<file path="config.mk">
export PLATFORM = sky130hd
export DESIGN_NAME = integral_sched
export DESIGN_NICKNAME = d
export VERILOG_FILES = /design/src/rtl/integral_sched.sv
export SDC_FILE = /design/constraint.sdc
export NUM_CORES = 1
export LEC_CHECK = 0
export CORE_MARGIN = 4
export CORE_UTILIZATION = 57
export CTS_BUF_LIST = sky130_fd_sc_hd__clkbuf_2
export DETAILED_ROUTE_END_ITERATION = 7
export GPL_ROUTABILITY_DRIVEN = 0
export PLACE_DENSITY = 0.81
export SLEW_MARGIN = 10
export SYNTH_ARGS = -nofsm -noshare
export SYNTH_HDL_FRONTEND = slang
export SYNTH_SLANG_ARGS = --single-unit
</file>
<file path="constraint.sdc">
create_clock -name clk -period 7 [get_ports clk]
set_input_delay 1.4 -clock clk [delete_from_list [all_inputs] [get_ports clk]]
set_output_delay 1.4 -clock clk [all_outputs]
set_load 0.005 [all_outputs]
</file>
<file path="src/rtl/integral_sched.sv">
// Frame scheduler for the 4-lane integral datapath: walks column pairs (k, N_COLS-k),
// aligns valid/indices to read data and tracks credits and in-flight beats.
// Optional stall counter output enabled by INTEG_SCHED_STALL_CNT_EN.
module integral_sched #(
  parameter int N_COLS  = 2048,
  parameter int IDX_W   = 11,
  parameter int RD_LAT  = 2,
  parameter int CREDITS = 8
) (
  input  logic             clk,
  input  logic             rst_n,
  input  logic             start,
  output logic             busy,
  output logic             done,
  input  logic             src_rdy,
  output logic             rd_en,
  output logic [IDX_W-1:0] rd_addr_col1,
  output logic [IDX_W-1:0] rd_addr_col2,
  output logic             dp_valid,
  output logic [IDX_W-1:0] dp_index_col_1,
  output logic [IDX_W-1:0] dp_index_col_2,
  input  logic             dp_ready,
  input  logic             credit_ret,
  output logic             err_credit
`ifdef INTEG_SCHED_STALL_CNT_EN
  ,
  output logic [15:0]      stall_cnt
`endif
);

  // state | meaning
  // IDLE  | waiting for start
  // ISSUE | issuing beats k = 0..N_COLS/2 as src_rdy and credits allow
  // DRAIN | waiting for read pipe and in-flight beats to empty
  // DONE  | one-cycle done pulse
  typedef enum logic [1:0] {IDLE, ISSUE, DRAIN, DONE} state_t;

  localparam int INF_W = IDX_W + 1;
  localparam logic [IDX_W-1:0] K_LAST   = IDX_W'(N_COLS / 2);
  localparam logic [IDX_W-1:0] NC_MOD   = IDX_W'(N_COLS);
  localparam logic [7:0]       CRED_MAX = 8'(CREDITS);

  state_t             state;
  logic [IDX_W-1:0]   k;
  logic [7:0]         credits;
  logic [INF_W-1:0]   inflight;
  logic [INF_W-1:0]   inflight_nxt;
  logic [IDX_W-1:0]   col1;
  logic [IDX_W-1:0]   col2;
  logic [IDX_W-1:0]   addr1_q;
  logic [IDX_W-1:0]   addr2_q;
  logic [RD_LAT-1:0]  pipe_v;
  logic [IDX_W-1:0]   pipe_c1 [RD_LAT];
  logic [IDX_W-1:0]   pipe_c2 [RD_LAT];
  logic               pipe_empty;

  // Column 2 wraps modulo 2^IDX_W; k=0 pairs with itself.
  assign col1 = k;
  assign col2 = (k == '0) ? '0 : NC_MOD - k;

  assign rd_en        = (state == ISSUE) && src_rdy && (credits != 8'd0);
  assign rd_addr_col1 = rd_en ? col1 : addr1_q;
  assign rd_addr_col2 = rd_en ? col2 : addr2_q;
  assign pipe_empty   = ~|pipe_v;

  assign dp_valid       = pipe_v[RD_LAT-1];
  assign dp_index_col_1 = pipe_c1[RD_LAT-1];
  assign dp_index_col_2 = pipe_c2[RD_LAT-1];

  always_comb begin
    inflight_nxt = inflight;
    if (rd_en && !dp_ready)
      inflight_nxt = inflight + INF_W'(1);
    else if (!rd_en && dp_ready && inflight != '0)
      inflight_nxt = inflight - INF_W'(1);
  end

  always_ff @(posedge clk or negedge rst_n) begin
    if (!rst_n) begin
      state   <= IDLE;
      k       <= '0;
      busy    <= 1'b0;
      done    <= 1'b0;
      addr1_q <= '0;
      addr2_q <= '0;
    end else begin
      if (rd_en) begin
        addr1_q <= col1;
        addr2_q <= col2;
      end
      case (state)
        IDLE: if (start) begin
          state <= ISSUE;
          k     <= '0;
          busy  <= 1'b1;
        end
        ISSUE: if (rd_en) begin
          k <= k + IDX_W'(1);
          if (k == K_LAST) state <= DRAIN;
        end
        // Look ahead at the in-flight count so done follows the last dp_ready directly.
        DRAIN: if (inflight_nxt == '0 && pipe_empty) begin
          state <= DONE;
          busy  <= 1'b0;
          done  <= 1'b1;
        end
        DONE: begin
          state <= IDLE;
          done  <= 1'b0;
        end
        default: state <= IDLE;
      endcase
    end
  end

  always_ff @(posedge clk or negedge rst_n) begin
    if (!rst_n) begin
      credits    <= CRED_MAX;
      err_credit <= 1'b0;
      inflight   <= '0;
    end else begin
      inflight <= inflight_nxt;
      if (rd_en && !credit_ret)
        credits <= credits - 8'd1;
      else if (!rd_en && credit_ret) begin
        if (credits == CRED_MAX) err_credit <= 1'b1;
        else                     credits    <= credits + 8'd1;
      end
    end
  end

  // Indices enter the pipe masked so they read 0 whenever dp_valid is low.
  always_ff @(posedge clk or negedge rst_n) begin
    if (!rst_n) begin
      pipe_v <= '0;
      for (int i = 0; i < RD_LAT; i++) begin
        pipe_c1[i] <= '0;
        pipe_c2[i] <= '0;
      end
    end else begin
      pipe_v[0]  <= rd_en;
      pipe_c1[0] <= rd_en ? col1 : '0;
      pipe_c2[0] <= rd_en ? col2 : '0;
      for (int i = 1; i < RD_LAT; i++) begin
        pipe_v[i]  <= pipe_v[i-1];
        pipe_c1[i] <= pipe_c1[i-1];
        pipe_c2[i] <= pipe_c2[i-1];
      end
    end
  end

`ifdef INTEG_SCHED_STALL_CNT_EN
  always_ff @(posedge clk or negedge rst_n) begin
    if (!rst_n)
      stall_cnt <= '0;
    else if (state == IDLE && start)
      stall_cnt <= '0;
    else if (state == ISSUE && !rd_en && stall_cnt != 16'hFFFF)
      stall_cnt <= stall_cnt + 16'd1;
  end
`endif

endmodule

</file>
# Word-level counts from Yosys, hierarchy flattened

Cells that the tools add are included.

Register bits after elaboration: 104
Memories: 0
Output and inout bits: 49
Latch bits: 0
Input port bits: 6
RAM bits: 0
ROM bits: 0

Eq/ne operators: 10
Multiply operators: 0
Magnitude comparators: 0
Reductions and logical operators: 28
Bitwise operators: 1
Shift operators: 0
$add $sub $neg: 6
Mux-type cells: 23
Divide/modulo/power cells: 0

Operator list:

| cell                  | number |
|---|---|
| $mux 11               | 7 |
| $mux 12               | 2 |
| $mux 8                | 3 |
| $pmux 11 s2           | 1 |
| $add 12x1->12 const B | 1 |
| $logic_not 12->1      | 1 |
| $reduce_bool 12->1    | 1 |
| $sub 12x1->12 const B | 1 |
| $add 11x1->11 const B | 1 |
| $eq 11x11->1 const B  | 1 |
| $logic_not 11->1      | 1 |
| $sub 1x11->11 const A | 1 |
| $reduce_and 3->1      | 3 |
| $add 8x1->8 const B   | 1 |
| $eq 8x4->1 const B    | 1 |
| $logic_and 1x1->1     | 8 |
| $mux 2                | 4 |
| $ne 2x2->1 const B    | 4 |
| $pmux 2 s4            | 1 |
| $reduce_bool 2->1     | 4 |
| $reduce_bool 8->1     | 1 |
| $sub 8x1->8 const B   | 1 |
| $eq 2x2->1 const B    | 2 |
| $logic_not 1->1       | 4 |
| 9 further kinds       | 13 |

# Longest topological paths before layout

Gate-level depths: netlist of the first run.

Depth after elaboration: 12
Depth in mapped cells: 16
Gate-level depth less buffers: 15

# Least setup slack after synthesis of the first run

Ideal clock, no wire load.

Path kind: input -> register
Start: input port dp_ready
End: register busy
Cell stages on the path: 9
Required time: 6.874 ns
Path buffers: 1
Arrival: 4.154 ns
Setup slack: 2.720 ns
Library setup time: 0.126 ns
Cells stage by stage: clkbuf_1 nand2_1 a2111oi_4 mux2i_2 or4b_1 a2111o_1 or4_4 or3_1 a221o_1

Cells in the longest elaborated chain, start to end: 8
Elaborated cells on any way between the ends: 10
Classes of those cells: 1 x eq/ne; 2 x mux; 7 x reduce/logical

Ends and longest elaborated chain:

| element                         | RTL line | source |
|---|---|---|
| start, declared                 | 22       | `input logic dp_ready,` |
| $logic_and 1x1->1 (2 in series) | 74       | `else if (!rd_en && dp_ready && inflight != '0)` |
| $mux 12                         | 74       |  |
| $mux 12 (*)                     | 72       | `if (rd_en && !dp_ready)` |
| $logic_not 12->1 (*)            | 102      | `DRAIN: if (inflight_nxt == '0 && pipe_empty) begin` |
| $logic_and 1x1->1 (*)           | 102      |  |
| $ne 2x2->1 (no line) (*)        | -        |  |
| $reduce_and 3->1 (no line) (*)  | -        |  |
| end signal, assigned            | 82       | `busy <= 1'b0;` |
| end signal, assigned            | 95       | `busy <= 1'b1;` |
| end signal, assigned            | 104      | `busy <= 1'b0;` |
| end, declared                   | 13       | `output logic busy,` |

Mark *: on every way between the ends. The rest lies on a longest branch, timed or not.
A chain may end at the register's enable or synchronous reset.

# Worst setup path after layout of the first run

Start: input port src_rdy
End: output port rd_addr_col1[6]

Cells in the longest elaborated chain, start to end: 3

Ends and longest elaborated chain:

| element                         | RTL line | source |
|---|---|---|
| start, declared                 | 15       | `input logic src_rdy,` |
| $logic_and 1x1->1 (2 in series) | 61       | `assign rd_en = (state == ISSUE) && src_rdy && (credits != 8'd0);` |
| $mux 11                         | -        |  |
| end, declared                   | 17       | `output logic [IDX_W-1:0] rd_addr_col1,` |

Every way passes these cells.

==> run_results.csv, run 1 <==
group,metric,value,unit
synthesis,synth-edff-count,0,
critical_path,r2r_start,"credits[0]",
die,ios,55,
power,power.internal,1.154,mW
sta,clock.fmax,190.8,MHz
critical_path,worstSetupPathType,"in -> out",
cells_and_area,fin_nets,487,
cells_and_area,mostFrequentLayoutCells,"103 x dfrtp_1, 53 x clkdlybuf4s50_1, 29 x nand2_1",
worst_hold_path,hold_class,"reg -> reg",
cells_and_area,insertedDiodeCount,0,
global_routing,grt.overflow.total,0,
synthesis,yosys_warnings,0,
sta,whs,0.3905,ns
clock_network,cts_tree,"done",
clock_network,root_buffer,"clkbuf_2",
placed_design,pre_cts_slack,1.712,ns
power,clockPowerShare,15.1,%
die,die_w,99.78,um
critical_path,crit_end,"rd_addr_col1[6]",
synthesis,netlist_area,4801,um2
sta,min_period,5.241,ns
synthesis,yosysSeqAreaShare,54.24,%
power,peakVddDrop,0.2036,mV
power,seq_power_share,44.7,%
routing,wire_per_inst,16.43,um
flow_run,drv_cap,0,
synthesis,synthFlopType,"dfrtp_1",
critical_path,path_max_fanout,23,
synthesis,synth.distinct_cells,59,
power,p_switching,0.7845,mW
die,dieArea,9955,um2
routing,ant_nets,0,
sta,slew_violations,0,
routing,vias,3334,
synthesis,synth_nets,460,
critical_path,r2r_slack,2.60,ns
critical_path,arrival,3.84,ns
synthesis,synth-seq-cells,104,
clock_network,clk_pin_slew_worst_paths,0.31,ns
power,p_sw_share,40.47,%
routing,route.detailed.drc,0,
global_routing,grt_pass1_wl,15640,um
global_routing,grtUsageTotal,19.72,%
power,power.combinational.fraction,40.2,%
routing,viasPerCell,5.818,
clock_network,hold_buffers,0,
sta,finalHoldViolations,0,
die,die_h,99.78,um
clock_network,cts_buffers,9,
placed_design,io_buffer_count,54,
clock_network,clock_path_buffers,2,
critical_path,worst_setup_path_start_kind,"input pin",
cells_and_area,drive_above_1_share,6.838,%
critical_path,end_kind,"output pin",
clock_network,cts-resized-gates,0,
sta,clock_skew,0.03955,ns
cells_and_area,layout_commonest_cell,"dfrtp_1",
critical_path,crit_path_top_delay_cell,"a21o_1",
die,start_util,58.43,%
critical_path,crit_start,"src_rdy",
synthesis,syn_area_per_cell,11.01,um2
power,p_per_area,360.5,nW/um2
run_status,status,"completed",
sta,period_share,74.87,%
clock_network,post-cts-setup-buffer-count,0,
sta,relSlewSlack,39.96,%
routing,first_pass_iters,5,
sta,tns,0,ns
synthesis,postSynth.asyncResetShare,100.0,%
sta,fin_ws,1.759,ns
clock_network,cts_max_level,3,
sta,tightest_slew,0.8923,ns
critical_path,worstPathRequired,5.60,ns
global_routing,grt_max_degree,75,
critical_path,timing.rr.end,"credits[7]",
power,leakagePower,2.613,nW
global_routing,antenna_found_initial,0,
clock_network,cts.sinks,104,
synthesis,synth_cells,436,
routing,drt_iter0_drc,290,
routing,routed_wl,9417,um
cells_and_area,area_delta_synth_final,12.01,%
critical_path,crit_chain,"clkdlybuf4s50_1 -> nand2_1 -> a21o_1 -> inv_2 -> and2_1 -> a21o_1 -> clkdlybuf4s50_1",
clock_network,clk_latency,0.59,ns
sta,setup_viol,0,
critical_path,r2r_cells,13,
placed_design,dp_hpwl,6702,um
die,coreArea,8217,um2
global_routing,grt_pass1_vias,3214,
die,rows,33,
critical_path,slowest_delay,0.66,ns
sta,rsz0062_at_grt,"no",
power groups by stage:
stage	sequential (mW)	combinational [mW]	clock, mW
finish	0.866	0.780	0.292
global route	0.888	0.864	0.328
CTS	0.864	0.780	0.301
detailed placement	0.874	0.776	0
global placement	0.869	0.751	0
floorplan	0.809	0.565	0
cells in the mapped netlist, drive strengths merged, types with 3 or more instances:
cell | instances | area, um2
a211oi | 3 | 22.52
a21o | 25 | 187.7
a21oi | 13 | 65.06
a31oi | 6 | 37.54
and2 | 14 | 87.58
and3 | 4 | 25.02
buf | 27 | 196.4
clkbuf | 13 | 50.04
dfrtp | 103 | 2577
ha | 17 | 212.7
inv | 17 | 63.81
mux2i | 4 | 43.79
nand2 | 29 | 108.9
nand2b | 3 | 18.77
nand3 | 12 | 60.06
nand4 | 7 | 43.79
nand4b | 3 | 26.28
nor2 | 24 | 90.09
nor2b | 4 | 25.02
nor3 | 15 | 80.08
nor4 | 8 | 62.56
o21ai | 18 | 90.09
or3 | 6 | 37.54
xnor2 | 14 | 122.6
xor2 | 13 | 113.9
per-layer routing:
layer / global-route usage [%] / part of all wire, %
met1: 28.22 / 45
met5: 0 / 0
met3: 3.405 / 5.6
met2: 29.91 / 48
met4: 8.403 / 1.8
per-stage QoR:
step | util, % | cells | power, mW | area [um2]
5_1_grt | 65.45 | 573 | 2.080 | 5378
6_report | 65.45 | 573 | 1.939 | 5378
3_5_place_dp | 63.76 | 557 | 1.650 | 5239
2_1_floorplan | - | 436 | 1.374 | 4801
3_3_place_gp | 63.76 | 557 | 1.621 | 5239
4_1_cts | 65.45 | 573 | 1.945 | 5378
registers in the layout, indices dropped and copies added (netlist names):
signal,count
addr1_q,11
addr2_q,11
busy,1
col1,11
credits,8
done,1
dp_index_col_1,11
dp_index_col_2,11
err_credit,1
inflight,12
pipe_c1,11
pipe_c2,11
pipe_v,2
state,2
worst min path at each step:
stage,slack [ns],start,end,cells after the start
floorplan,0.33,pipe_c1[11],dp_index_col_1[0],0
CTS,0.39,pipe_c1[21],dp_index_col_1[10],0
global route,0.40,pipe_c2[14],dp_index_col_2[3],0
global placement,0.33,pipe_c1[18],dp_index_col_1[7],0
detailed placement,0.33,pipe_c1[17],dp_index_col_1[6],0
finish,0.39,pipe_c1[21],dp_index_col_1[10],0
logic make-up (layout without fill, tap and decap cells):
family | after synthesis | count (layout) | share of synthesized area (%)
flops | 104 | 104 | 54.24
buf+inv | 57 | 89 | 6.463
fa+ha+maj | 18 | 18 | 4.847
simple gates | 140 | 140 | 15.85
mux | 5 | 5 | 1.147
compound gates | 85 | 85 | 12.54
xor+xnor | 27 | 27 | 4.926
critical path: cells and delay by family:
kind / cells / cell delay [ns]
buffers and inverters: 3 / 1.18
AND/OR/NAND/NOR: 2 / 0.42
AO/OA/AOI/OAI: 2 / 0.84
area by class of cell:
type | count | area, um2
Clock inverter | 7 | 93.84
Timing Repair Buffer | 56 | 553.0
Inverter | 17 | 63.81
Clock buffer | 9 | 45.04
Sequential cell | 104 | 2604
Multi-Input combinational cell | 275 | 1887
Tap cell | 105 | 131.4
Fill cell | 622 | 2839
(Power assumes the default switching activity.)
==> run 2, diff against run 1 <==
Clock period 7 ns to 4.9 ns, I/O delays scaled along.
==> run_results.csv, run 2 (synthesized netlist as in run 1, its figures left out) <==
group,metric,value,unit
routing,vias,3338,
clock_network,cts_max_level,3,
clock_network,root_buffer,"clkbuf_2",
sta,finalHoldViolations,0,
global_routing,grt_pass1_wl,15530,um
die,die_h,99.78,um
cells_and_area,nFillCells,641,
clock_network,post-cts-setup-buffer-count,0,
global_routing,antenna_found_initial,0,
die,ios,55,
clock_network,hold_buffers,0,
power,power.combinational.fraction,41.2,%
sta,slew_violations,0,
global_routing,grt_max_degree,72,
routing,route.met2.wl,4305,um
power,seq_power_share,45.3,%
critical_path,worst_setup_path_start_kind,"flop",
clock_network,cts_tree,"done",
die,dieArea,9955,um2
cells_and_area,largest-register,"inflight",
sta,rsz0062_at_grt,"no",
sta,tns,0,ns
sta,clock.fmax,225.1,MHz
placed_design,io_buffer_count,54,
critical_path,path_max_fanout,31,
routing,viasPerCell,5.815,
routing,wl_met1,4167,um
routing,first_pass_iters,4,
flow_run,drv_cap,0,
critical_path,worstPathRequired,3.92,ns
cells_and_area,design_area,5356,um2
sta,clock_skew,0.02982,ns
power,leakagePower,2.602,nW
power,clockPowerShare,13.5,%
cells_and_area,area_delta_synth_final,11.57,%
global_routing,grt.overflow.total,0,
clock_network,clock_path_buffers,2,
clock_network,cts-resized-gates,0,
routing,ant_nets,0,
placed_design,placed_cells,558,
placed_design,dp_hpwl,6658,um
power,power.internal,1.639,mW
power,p_per_area,509.4,nW/um2
routing,route.detailed.drc,0,
routing,top_layer,"met4",
cells_and_area,seqCellArea,2604,um2
power,p_switching,1.090,mW
cells_and_area,largest_reg_flops,12,
cells_and_area,multiInputGateArea,1887,um2
critical_path,slowest_delay,0.53,ns
routing,routed_wl,9240,um
cells_and_area,drive_above_1_share,7.036,%
die,start_util,58.43,%
critical_path,cpMostUsedCell,"a21o_1",
worst_hold_path,hold_class,"reg -> reg",
cells_and_area,mostFrequentLayoutCells,"103 x dfrtp_1, 53 x clkdlybuf4s50_1, 29 x nand2_1",
critical_path,crit_chain,"nor4_2 -> a21o_1 -> buf_4 -> nor2_1 -> and2_1 -> a21o_1 -> clkdlybuf4s50_1",
routing,drt_iter0_drc,238,
global_routing,grt_pass1_vias,3264,
run_status,status,"completed",
sta,setup_viol,0,
critical_path,arrival,3.46,ns
sta,min_period,4.443,ns
cells_and_area,insertedDiodeCount,0,
routing,wire_per_inst,16.10,um
die,coreArea,8217,um2
routing,met3WireLength,632,um
critical_path,end_kind,"output pin",
cells_and_area,layout.cells.non_filler,574,
clock_network,cts.sinks,104,
critical_path,crit_path_top_delay_cell,"nor4_2",
sta,period_share,90.68,%
cells_and_area,fin_nets,488,
die,die_w,99.78,um
power,p_sw_share,39.94,%
sta,relSlewSlack,43.58,%
clock_network,clk_pin_slew_worst_paths,0.27,ns
cells_and_area,layout_commonest_cell,"dfrtp_1",
placed_design,dpl-instance-area,5246,um2
clock_network,clk_latency,0.56,ns
clock_network,cts_buffers,9,
power,peakVddDrop,0.2995,mV
die,rows,33,
global_routing,grtUsageTotal,19.54,%
critical_path,worstSetupPathType,"reg -> out",
sta,tightest_slew,0.8462,ns
-- run 2: power by group through the flow --
stage               logic [mW]  registers, mW  clock network [mW]
finish                    1.12           1.24               0.367
global route              1.25           1.27               0.419
global placement          1.09           1.24                   0
CTS                       1.13           1.23               0.385
floorplan                0.807           1.16                   0
detailed placement        1.12           1.25                   0
-- run 2: final timing paths --
path	from	end	slack [ns]	cells past startpoint
max in group asynchronous	rst_n	col1[0]	3.46	2
setup reg to reg	state[1]	credits[7]	0.98	15
setup / recovery	credits[1]	rd_addr_col2[1]	0.46	7
min in group asynchronous	rst_n	credits[6]	0.47	1
hold / removal	pipe_c1[17]	dp_index_col_1[6]	0.39	0
hold reg to reg	pipe_c1[17]	dp_index_col_1[6]	0.39	0
-- run 2: final cells by class --
type                    instances  area share (%)
clock inverters                 7           1.215
repair buffers                 57           10.46
inverters                      17           1.191
flip-flops and latches        104           48.61
multi-input cells             275           35.23
well taps                     105           2.453
clock buffers                   9          0.8409
-- run 2: per-stage QoR --
step	hold WS [ns]	setup slack, ns	power (mW)	utilization [%]
3_3_place_gp	0.3319	0.5314	2.331	63.85
2_1_floorplan	0.3312	1.040	1.963	-
4_1_cts	0.3873	0.3856	2.745	65.19
6_report	0.3878	0.4567	2.729	65.19
5_1_grt	0.3783	0.1194	2.940	65.19
3_5_place_dp	0.3347	0.4507	2.370	63.85
-- run 2: metal layers --
metal | vias up | GRT usage [%]
met5 | - | 0
met4 | 0 | 6.408
met3 | 18 | 4.656
met2 | 148 | 29.35
met1 | 1613 | 28.28
li1 | 1559 | -
-- run 2: worst max-delay path, delay by kind of cell, from the launching register on --
kind	cells	cell delay, ns
flip-flops	1	0.50
AO/OA/AOI/OAI	2	0.63
AND/OR/NAND/NOR	3	0.93
buffers and inverters	2	0.84
